<file path="src/rtl/comp_4bit.sv">
// Registered magnitude comparator, unsigned/signed, with 7485-style cascade inputs.
// 1-cycle latency; no backpressure, every in_valid is accepted and answered next cycle.
module comp_4bit #(
  parameter int WIDTH = 4
) (
  input  logic             clk,
  input  logic             rst,
  input  logic             in_valid,
  input  logic [WIDTH-1:0] x,
  input  logic [WIDTH-1:0] y,
  input  logic             signed_mode,
  input  logic             casc_gt,
  input  logic             casc_eq,
  input  logic             casc_lt,
  output logic             gt,
  output logic             eq,
  output logic             lt,
  output logic             out_valid
);

  logic [WIDTH-1:0] x_key;
  logic [WIDTH-1:0] y_key;
  logic             gt_nxt;
  logic             eq_nxt;
  logic             lt_nxt;

  // Flipping the sign bit maps two's-complement order onto unsigned order.
  assign x_key = {x[WIDTH-1] ^ signed_mode, x[WIDTH-2:0]};
  assign y_key = {y[WIDTH-1] ^ signed_mode, y[WIDTH-2:0]};

  always_comb begin
    gt_nxt = 1'b0;
    eq_nxt = 1'b0;
    lt_nxt = 1'b0;
    if (x_key > y_key) begin
      gt_nxt = 1'b1;
    end else if (x_key < y_key) begin
      lt_nxt = 1'b1;
    end else begin
      // Equal operands defer to the lower stage; casc_gt wins, then casc_lt, else equal.
      casez ({casc_gt, casc_lt, casc_eq})
        3'b1??:  gt_nxt = 1'b1;
        3'b01?:  lt_nxt = 1'b1;
        default: eq_nxt = 1'b1;
      endcase
    end
  end

  always_ff @(posedge clk or posedge rst) begin
    if (rst) begin
      gt        <= 1'b0;
      eq        <= 1'b0;
      lt        <= 1'b0;
      out_valid <= 1'b0;
    end else begin
      out_valid <= in_valid;
      if (in_valid) begin
        gt <= gt_nxt;
        eq <= eq_nxt;
        lt <= lt_nxt;
      end
    end
  end

endmodule

</file>
<file path="config.mk">
export PLATFORM = sky130hd
export DESIGN_NAME = comp_4bit
export DESIGN_NICKNAME = d
export VERILOG_FILES = /design/src/rtl/comp_4bit.sv
export SDC_FILE = /design/constraint.sdc
export NUM_CORES = 1
export LEC_CHECK = 0
export BUFFER_PORTS_ARGS = -buffer_cell sky130_fd_sc_hd__buf_4
export CAP_MARGIN = 40
export CORE_AREA = 2 2 39 41
export CTS_CLUSTER_SIZE = 40
export DETAILED_ROUTE_END_ITERATION = 8
export DIE_AREA = 0 0 41 43
export PLACE_DENSITY = 0.5
export SLEW_MARGIN = 20
export SYNTH_ARGS = -nofsm -noshare
export SYNTH_HDL_FRONTEND = slang
export SYNTH_SLANG_ARGS = --single-unit
</file>
<file path="constraint.sdc">
create_clock -name clk -period 0.8 [get_ports clk]
set_input_delay 0.08 -clock clk [delete_from_list [all_inputs] [get_ports clk]]
set_output_delay 0.08 -clock clk [all_outputs]
set_load 0.005 [all_outputs]
</file>
# ---- Yosys cells after proc, flatten, opt, wreduce, memory -nomap -nowiden
# Cells that the tools add are included.
dict set report classes {
  add_sub_neg 0
  n_mul 0
  div 0
  magnitude_cmp 2
  eq_ne 1
  n_shift 0
  muxes 9
  bitwise_logic 2
  reduce_logical 1
}
# op n
set op_table {}
lappend op_table {{$mux W1} 9}
lappend op_table {{$gt A4 B4 Y1} 1}
lappend op_table {{$lt A4 B4 Y1} 1}
lappend op_table {{$eq A2 B1 Y1 const B} 1}
lappend op_table {{$reduce_or A2 Y1} 1}
lappend op_table {{$xor A1 B1 Y1} 2}
dict set report word_totals {
  ff_bits 4
  latch_bits 0
  ramBits 0
  mem_bits_ro 0
  inputBits 15
  out_inout_bits 4
  wordCells 19
  memories 0
}

# ---- Depth between registers and ports, before layout
# Gate-level depths: netlist of the first run.
dict set report logic_depth {
  depth_word 5
  ltp_mapped 6
  ltp_nobuf 6
}

# ---- Least setup slack after synthesis of the first run
# OpenSTA, ideal clock, no wires.
dict set report synth_timing {
  path_kind {input-to-reg}
  from {input signed_mode}
  to {register gt}
  setup_time_ps 120
  arrival_time_ps 1014
  path_slack_ps -334
  stages 6
  path_buffers 0
  path_cell_list {xor2_1 > ha_1 > nand2_2 > nor3_4 > inv_1 > a31o_1}
}
dict set report synth_between {
  elab_chain_len 4
  elab_cells_between_ends 6
}
# element line
set synth_lines {}
lappend synth_lines {{from (decl)} 11} ;# input logic signed_mode,
lappend synth_lines {{$xor A1 B1 Y1 (on tied branches)} {28, 29}}
lappend synth_lines {{$lt A4 B4 Y1} 37} ;# end else if (x_key < y_key) begin
lappend synth_lines {{$mux W1} 37}
lappend synth_lines {{$mux W1 *} 35} ;# if (x_key > y_key) begin
lappend synth_lines {{to (signal assigned)} 58} ;# gt <= gt_nxt;
lappend synth_lines {{to (decl)} 15} ;# output logic gt,
# Every way passes the cells marked *; elsewhere a longest branch is shown, timed or not.
# A chain may end at the register's enable or synchronous reset.

# ---- Worst setup path in the final report of the first run
# Same ends and word-level chain as after synthesis.

==> run_results.csv, run 1 <==
group,metric,value,unit
status,run_status,"complete, but fails checks",
status,violations,"negative setup slack",
hold_path,min_path_cells,1,
setup_path,worstSetupStartpointType,"primary input",
final_layout,final_layout_size_suffix_gt1_frac,0.481,
sta,grt_setup_unrepaired,"yes",
setup_path,crit_arrival,1.15,ns
die,start_util,0.203,
clock_network,cts_buffers,3,
synth,ys_warn_count,0,
synth,netlist_area,280,um2
detailed_routing,routed_wl,582,um
placed_design,io_buffers,17,
setup_path,crit_slowest_cell,"ha_1",
clock_network,post_cts_buffers,0,
detailed_routing,antenna_left,0,
clock_network,clk_latency,0.23,ns
grt,grt_usage,0.0827,
die,ios,19,
final_layout,layout.cells.non_filler,68,
setup_path,worstPathRequired,0.92,ns
placed_design,place.gp.congestion,0.577,
sta,fin_crit_sh,1.29,
detailed_routing,post_drt_wl_per_cell,8.56,um
final_layout,fill_cells,148,
synth,syn_nets,49,
detailed_routing,dr.pass1.iters,2,
sta,skew,0,ns
clock_network,clock-sinks,4,
sta,fin_ws,-0.234,ns
placed_design,dp_slack,-0.497,ns
final_layout,postLayoutCoreUtil,0.360,
setup_path,ff2ff_path_depth,2,
synth,synthTopCellsByArea,"dfrtp_1, ha_1, inv_1, nor3_4, nor2b_1",
power,p_leak,0.266,nW
sta,max_freq,967,MHz
power,power.total,0.724,mW
die,rows,14,
grt,antenna_found_initial,0,
synth,synth.avg_cell_area,9.34,um2
placed_design,dp_hpwl,468,um
grt,use_met1,0.0879,
clock_network,clockBufferDepth,2,
sta,finalSetupViolations,5,
sta,finalMaxSlewViolations,0,
sta,slew_headroom,0.884,
grt,use_met3,0.0157,
synth,synth-seq-cells,4,
detailed_routing,drt_iter0_drc,1,
synth,synth_top_area_frac,0.357,
synth,yosys.area.top_type,"dfrtp_1",
final_layout,area_growth,77.7,%
sta,fin_crit,1.03,ns
detailed_routing,vias,275,
setup_path,setup.worst_path.class,"in -> reg",
flow_run,maxCapViolCount,0,
clock_network,cts_htree_levels,1,
clock_network,cts-root-buf,"clkbuf_4",
final_layout,final_nets,73,
final_layout,antenna_cells,0,
die,coreArea,0.00138,mm2
sta,tightest_slew,0.173,ns
placed_design,dp_cells,64,
synth,ys_types,15,
grt,grt_pass1_vias,269,
synth,syn-instance-count,30,
detailed_routing,drc,0,
die,die_x,41,um
clock_network,cts_tree,"built",
setup_path,worstPathMaxFanout,3,
detailed_routing,vias_per_cell,4.04,
hold_path,min_path_type,"in -> reg",
grt,grtUsageMet2,0.134,
setup_path,r2r_slack,-0.02,ns
die,dieHeight,43,um
power,max-vdd-ir-drop,0.412,mV
die,dieArea,0.00176,mm2
clock_network,clk_pin_slew,0.04,ns
setup_path,cp_cell_sequence,"buf_6, xor2_1, ha_1, nand2_2, nor3_4, inv_1, a31o_1",
grt,grt_overflow,0,
power,powerDensity,1450,mW/mm2
synth,ys_seq_area_frac,0.357,
grt,grt_pass1_wl,972,um
grt,grt_max_degree,8,
grt,busiest_layer,"met2",
sta,hold_viol_final,0,
setup_path,cp-end-kind,"register",
setup_path,slowest_delay,0.32,ns
## cells by family (layout without fill, tap and decap cells)
logic type | after synthesis | count (layout) | synth area share
AND/OR/NAND/NOR | 7 | 7 | 0.165
XOR/XNOR | 2 | 2 | 0.0625
buffers and inverters | 7 | 29 | 0.0938
flip-flops | 4 | 4 | 0.357
adder cells (fa/ha/maj) | 4 | 4 | 0.179
AO/OA/AOI/OAI | 6 | 6 | 0.143
## where the power goes
group	leakage (nW)	total (mW)	internal, mW	switching, mW
Clock	0.0138	0.248	0.168	0.0799
Sequential	0.0489	0.240	0.226	0.0142
Combinational	0.204	0.237	0.141	0.0952
## sequential cells by signal, indices dropped and copies added, names as in the netlist
name / cells
out_valid: 1
lt: 1
eq: 1
gt: 1
## path summary, 6_finish.rpt
check | startpoint | to
setup reg to reg | eq$_DFFE_PP0P_ | eq$_DFFE_PP0P_
min in group asynchronous | rst | lt$_DFFE_PP0P_
hold reg to reg | lt$_DFFE_PP0P_ | lt$_DFFE_PP0P_
max in group asynchronous | rst | out_valid$_DFF_PP0_
hold / removal | in_valid | out_valid$_DFF_PP0_
setup / recovery | signed_mode | gt$_DFFE_PP0P_
## layout make-up
| type | count | area [um2] | area share |
|---|---|---|---|
| flip-flops and latches | 4 | 100 | 0.201 |
| clock buffers | 3 | 22.5 | 0.0452 |
| repair buffers | 19 | 168 | 0.337 |
| well taps | 16 | 20.0 | 0.0402 |
| inverters | 7 | 26.3 | 0.0528 |
| multi-input cells | 19 | 161 | 0.324 |
## critical path, delay by kind of cell
family	cells	cell delay, ns
buffers and inverters	2	0.16
AO/OA/AOI/OAI	1	0.17
adder cells (fa/ha/maj)	1	0.32
XOR/XNOR	1	0.15
AND/OR/NAND/NOR	2	0.29
## layout by cell type, fill, tap and decap left out, drive strengths merged, types with 2 or more instances in the layout
cell type  instances
buf               18
inv                7
ha                 4
dfrtp              4
clkbuf             3
nand2              3
nor2b              2
a21oi              2
## synth_stat cells (all sizes together)
| master | count |
|---|---|
| inv | 7 |
| dfrtp | 4 |
| a31o | 1 |
| o21ai | 1 |
| a21oi | 2 |
| nor2b | 2 |
| nand2 | 3 |
| nor2 | 1 |
| xnor2 | 1 |
| ha | 4 |
| a31oi | 1 |
| nor3 | 1 |
| xor2 | 1 |
| a41o | 1 |
## stage by stage
| step | hold WS [ns] | setup TNS [ns] | area (um2) |
|---|---|---|---|
| global placement | -0.0196 | -1.40 | 435 |
| floorplan | -0.154 | -0.812 | 280 |
| global route | 0.00688 | -1.04 | 498 |
| finish | 0.0128 | -0.700 | 498 |
| CTS | 0.00391 | -0.741 | 498 |
| detailed placement | -0.0141 | -1.42 | 435 |
## layer usage
layer	wire length, um	vias up
met5	0	-
met4	0	0
met3	31	0
met2	324	7
met1	226	126
li1	-	142
## timing repair
action | in CTS | in global routing
resized for setup | 8 | 0
pin swaps | 3 | 1
hold endpoints to repair | 4 | 0
setup endpoints to repair | 7 | 7
hold buffers | 1 | 0
(Power assumes the default switching activity.)
==> run 2, diff against run 1 <==
--- a/config.mk
+++ b/config.mk
@@ -11,7 +11,7 @@
 export CTS_CLUSTER_SIZE = 40
 export DETAILED_ROUTE_END_ITERATION = 8
 export DIE_AREA = 0 0 41 43
-export PLACE_DENSITY = 0.5
+export PLACE_DENSITY = 0.48
 export SLEW_MARGIN = 20
 export SYNTH_ARGS = -nofsm -noshare
 export SYNTH_HDL_FRONTEND = slang
==> constraint.sdc (replaced) <==
create_clock -name clk -period 1 [get_ports clk]
set_input_delay 0.1 -clock clk [delete_from_list [all_inputs] [get_ports clk]]
set_output_delay 0.1 -clock clk [all_outputs]
set_load 0.005 [all_outputs]
==> run 2 against run 1 <==
- the flow still finishes with violations (negative setup slack)
- non-clock buffer count decreased by 1
- first-iteration DRC count grew 100%
- sequential share of layout area increased by 1.1 points
- sequential power fell by 22%
- via count down 1.8%
- register-to-register slack better by 0.21 ns
- core utilization decreased by 1.9 points
==> run_results.csv, run 2 (synthesis gave the netlist of run 1 again) <==
group,metric,value,unit
status,run_status,"complete, but fails checks",
status,violations,"negative setup slack",
flow_run,maxCapViolCount,0,
sta,hold_viol_final,0,
power,p_leak,0.257,nW
detailed_routing,dr.pass1.iters,2,
die,die_x,41,um
grt,grt_max_degree,8,
setup_path,crit_arrival,1.14,ns
clock_network,post_cts_buffers,0,
die,dieHeight,43,um
setup_path,r2r_slack,0.19,ns
grt,grt_pass1_wl,876,um
sta,max_freq,978,MHz
clock_network,cts_buffers,3,
clock_network,cts-root-buf,"clkbuf_4",
setup_path,regToRegStartpoint,"eq$_DFFE_PP0P_",
final_layout,antenna_cells,0,
clock_network,clk_pin_slew,0.04,ns
setup_path,ff2ff_path_depth,2,
placed_design,io_buffers,17,
hold_path,min_path_cells,1,
power,powerDensity,1180,mW/mm2
sta,finalSetupViolations,2,
setup_path,worstSetupStartpointType,"primary input",
setup_path,worstPathMaxFanout,3,
detailed_routing,drc,0,
setup_path,crit_start,"signed_mode",
detailed_routing,drt_iter0_drc,2,
placed_design,placed_area,428,um2
die,ios,19,
setup_path,worstPathRequired,1.12,ns
power,max-vdd-ir-drop,0.370,mV
grt,grt_pass1_vias,264,
placed_design,place.gp.congestion,0.755,
detailed_routing,routed_wl,558,um
setup_path,setup.worst_path.class,"in -> reg",
hold_path,min_path_type,"in -> reg",
sta,fin_ws,-0.0226,ns
clock_network,clockBufferDepth,2,
final_layout,post-route-cell-area,472,um2
clock_network,clock-sinks,4,
die,coreArea,0.00138,mm2
sta,fin_crit,1.02,ns
die,dieArea,0.00176,mm2
hold_path,hold_path_startpoint,"in_valid",
clock_network,clk_latency,0.23,ns
final_layout,area_growth,68.3,%
grt,antenna_found_initial,0,
sta,finalMaxSlewViolations,0,
detailed_routing,vias,270,
grt,grt_overflow,0,
detailed_routing,post_drt_wl_per_cell,8.33,um
die,rows,14,
sta,fin_crit_sh,1.02,
final_layout,postLayoutCoreUtil,0.341,
clock_network,cts_htree_levels,1,
grt,grt_usage,0.0776,
setup_path,worstReg2RegEnd,"eq$_DFFE_PP0P_",
setup_path,cp-end-kind,"register",
final_layout,layout_common_cells,"buf_4, inv_1, ha_1, dfrtp_1, clkbuf_4",
final_layout,mostFrequentLayoutCell,"buf_4",
placed_design,dp_hpwl,451,um
final_layout,final_nets,72,
sta,slew_headroom,0.847,
sta,grt_setup_unrepaired,"yes",
detailed_routing,antenna_left,0,
final_layout,final_layout_size_suffix_gt1_frac,0.431,
sta,tightest_slew,0.227,ns
die,start_util,0.203,
detailed_routing,vias_per_cell,4.03,
hold_path,whs_endpoint,"out_valid$_DFF_PP0_",
clock_network,cts_tree,"built",
sta,skew,0,ns
## run 2: cell types whose count changed in the layout (fill, tap and decap cells not counted)
cell     before  now
a21oi_2       1    0
a21oi_1       1    2
buf_8         0    1
buf_4        12   15
o21ai_2       1    0
buf_6         6    1
o21ai_1       0    1
## run 2: final cells by class
type | count | area (um2)
fill | 151 | 912
multi-input combinational | 19 | 154
timing repair buffer | 18 | 149
sequential | 4 | 100
inverter | 7 | 26.3
clock buffer | 3 | 22.5
tap | 16 | 20.0
## run 2: routing by layer
layer	global-route usage	vias up	wire length, um
li1	-	141	-
met1	0.0717	122	207
met2	0.109	7	308
met3	0.0366	0	43
met4	0.0867	0	0
met5	0	-	0
## run 2: stage by stage
| step | worst slack [ns] | hold WS, ns | cells | total power, mW | TNS [ns] |
|---|---|---|---|---|---|
| global route | -0.0868 | 0.0263 | 67 | 0.602 | -0.217 |
| global placement | -0.305 | 0.00134 | 63 | 0.353 | -0.851 |
| detailed placement | -0.294 | 0.00129 | 63 | 0.354 | -0.809 |
| floorplan | -0.122 | -0.134 | 30 | 0.269 | -0.272 |
| finish | -0.0226 | 0.0259 | 67 | 0.558 | -0.0368 |
| CTS | -0.0108 | 0.0165 | 67 | 0.575 | -0.0149 |
## run 2: critical path, cell delays in order
cell     delay [ns]
buf_8          0.10
xor2_1         0.15
ha_1           0.31
nand2_2        0.08
nor3_4         0.19
inv_1          0.06
a31o_1         0.16
## run 2: timing repair
item / in CTS / in global routing
resized for setup: 1 / 2
hold buffers: 1 / 0
cloned: 0 / 0
hold endpoints to repair: 4 / 0
setup endpoints to repair: 3 / 3
pin swaps: 4 / 0
## run 2: how the worst max path moves through the flow
stage                          end  slack, ns
global route        gt$_DFFE_PP0P_      -0.09
floorplan           gt$_DFFE_PP0P_      -0.12
detailed placement  gt$_DFFE_PP0P_      -0.29
CTS                 gt$_DFFE_PP0P_      -0.01
global placement    eq$_DFFE_PP0P_      -0.30
finish              gt$_DFFE_PP0P_      -0.02
## run 2: power breakdown
group          internal, mW  total (mW)  switching [mW]
clock                 0.134       0.201          0.0666
combinational        0.0993       0.169          0.0700
sequential            0.181       0.188         0.00723
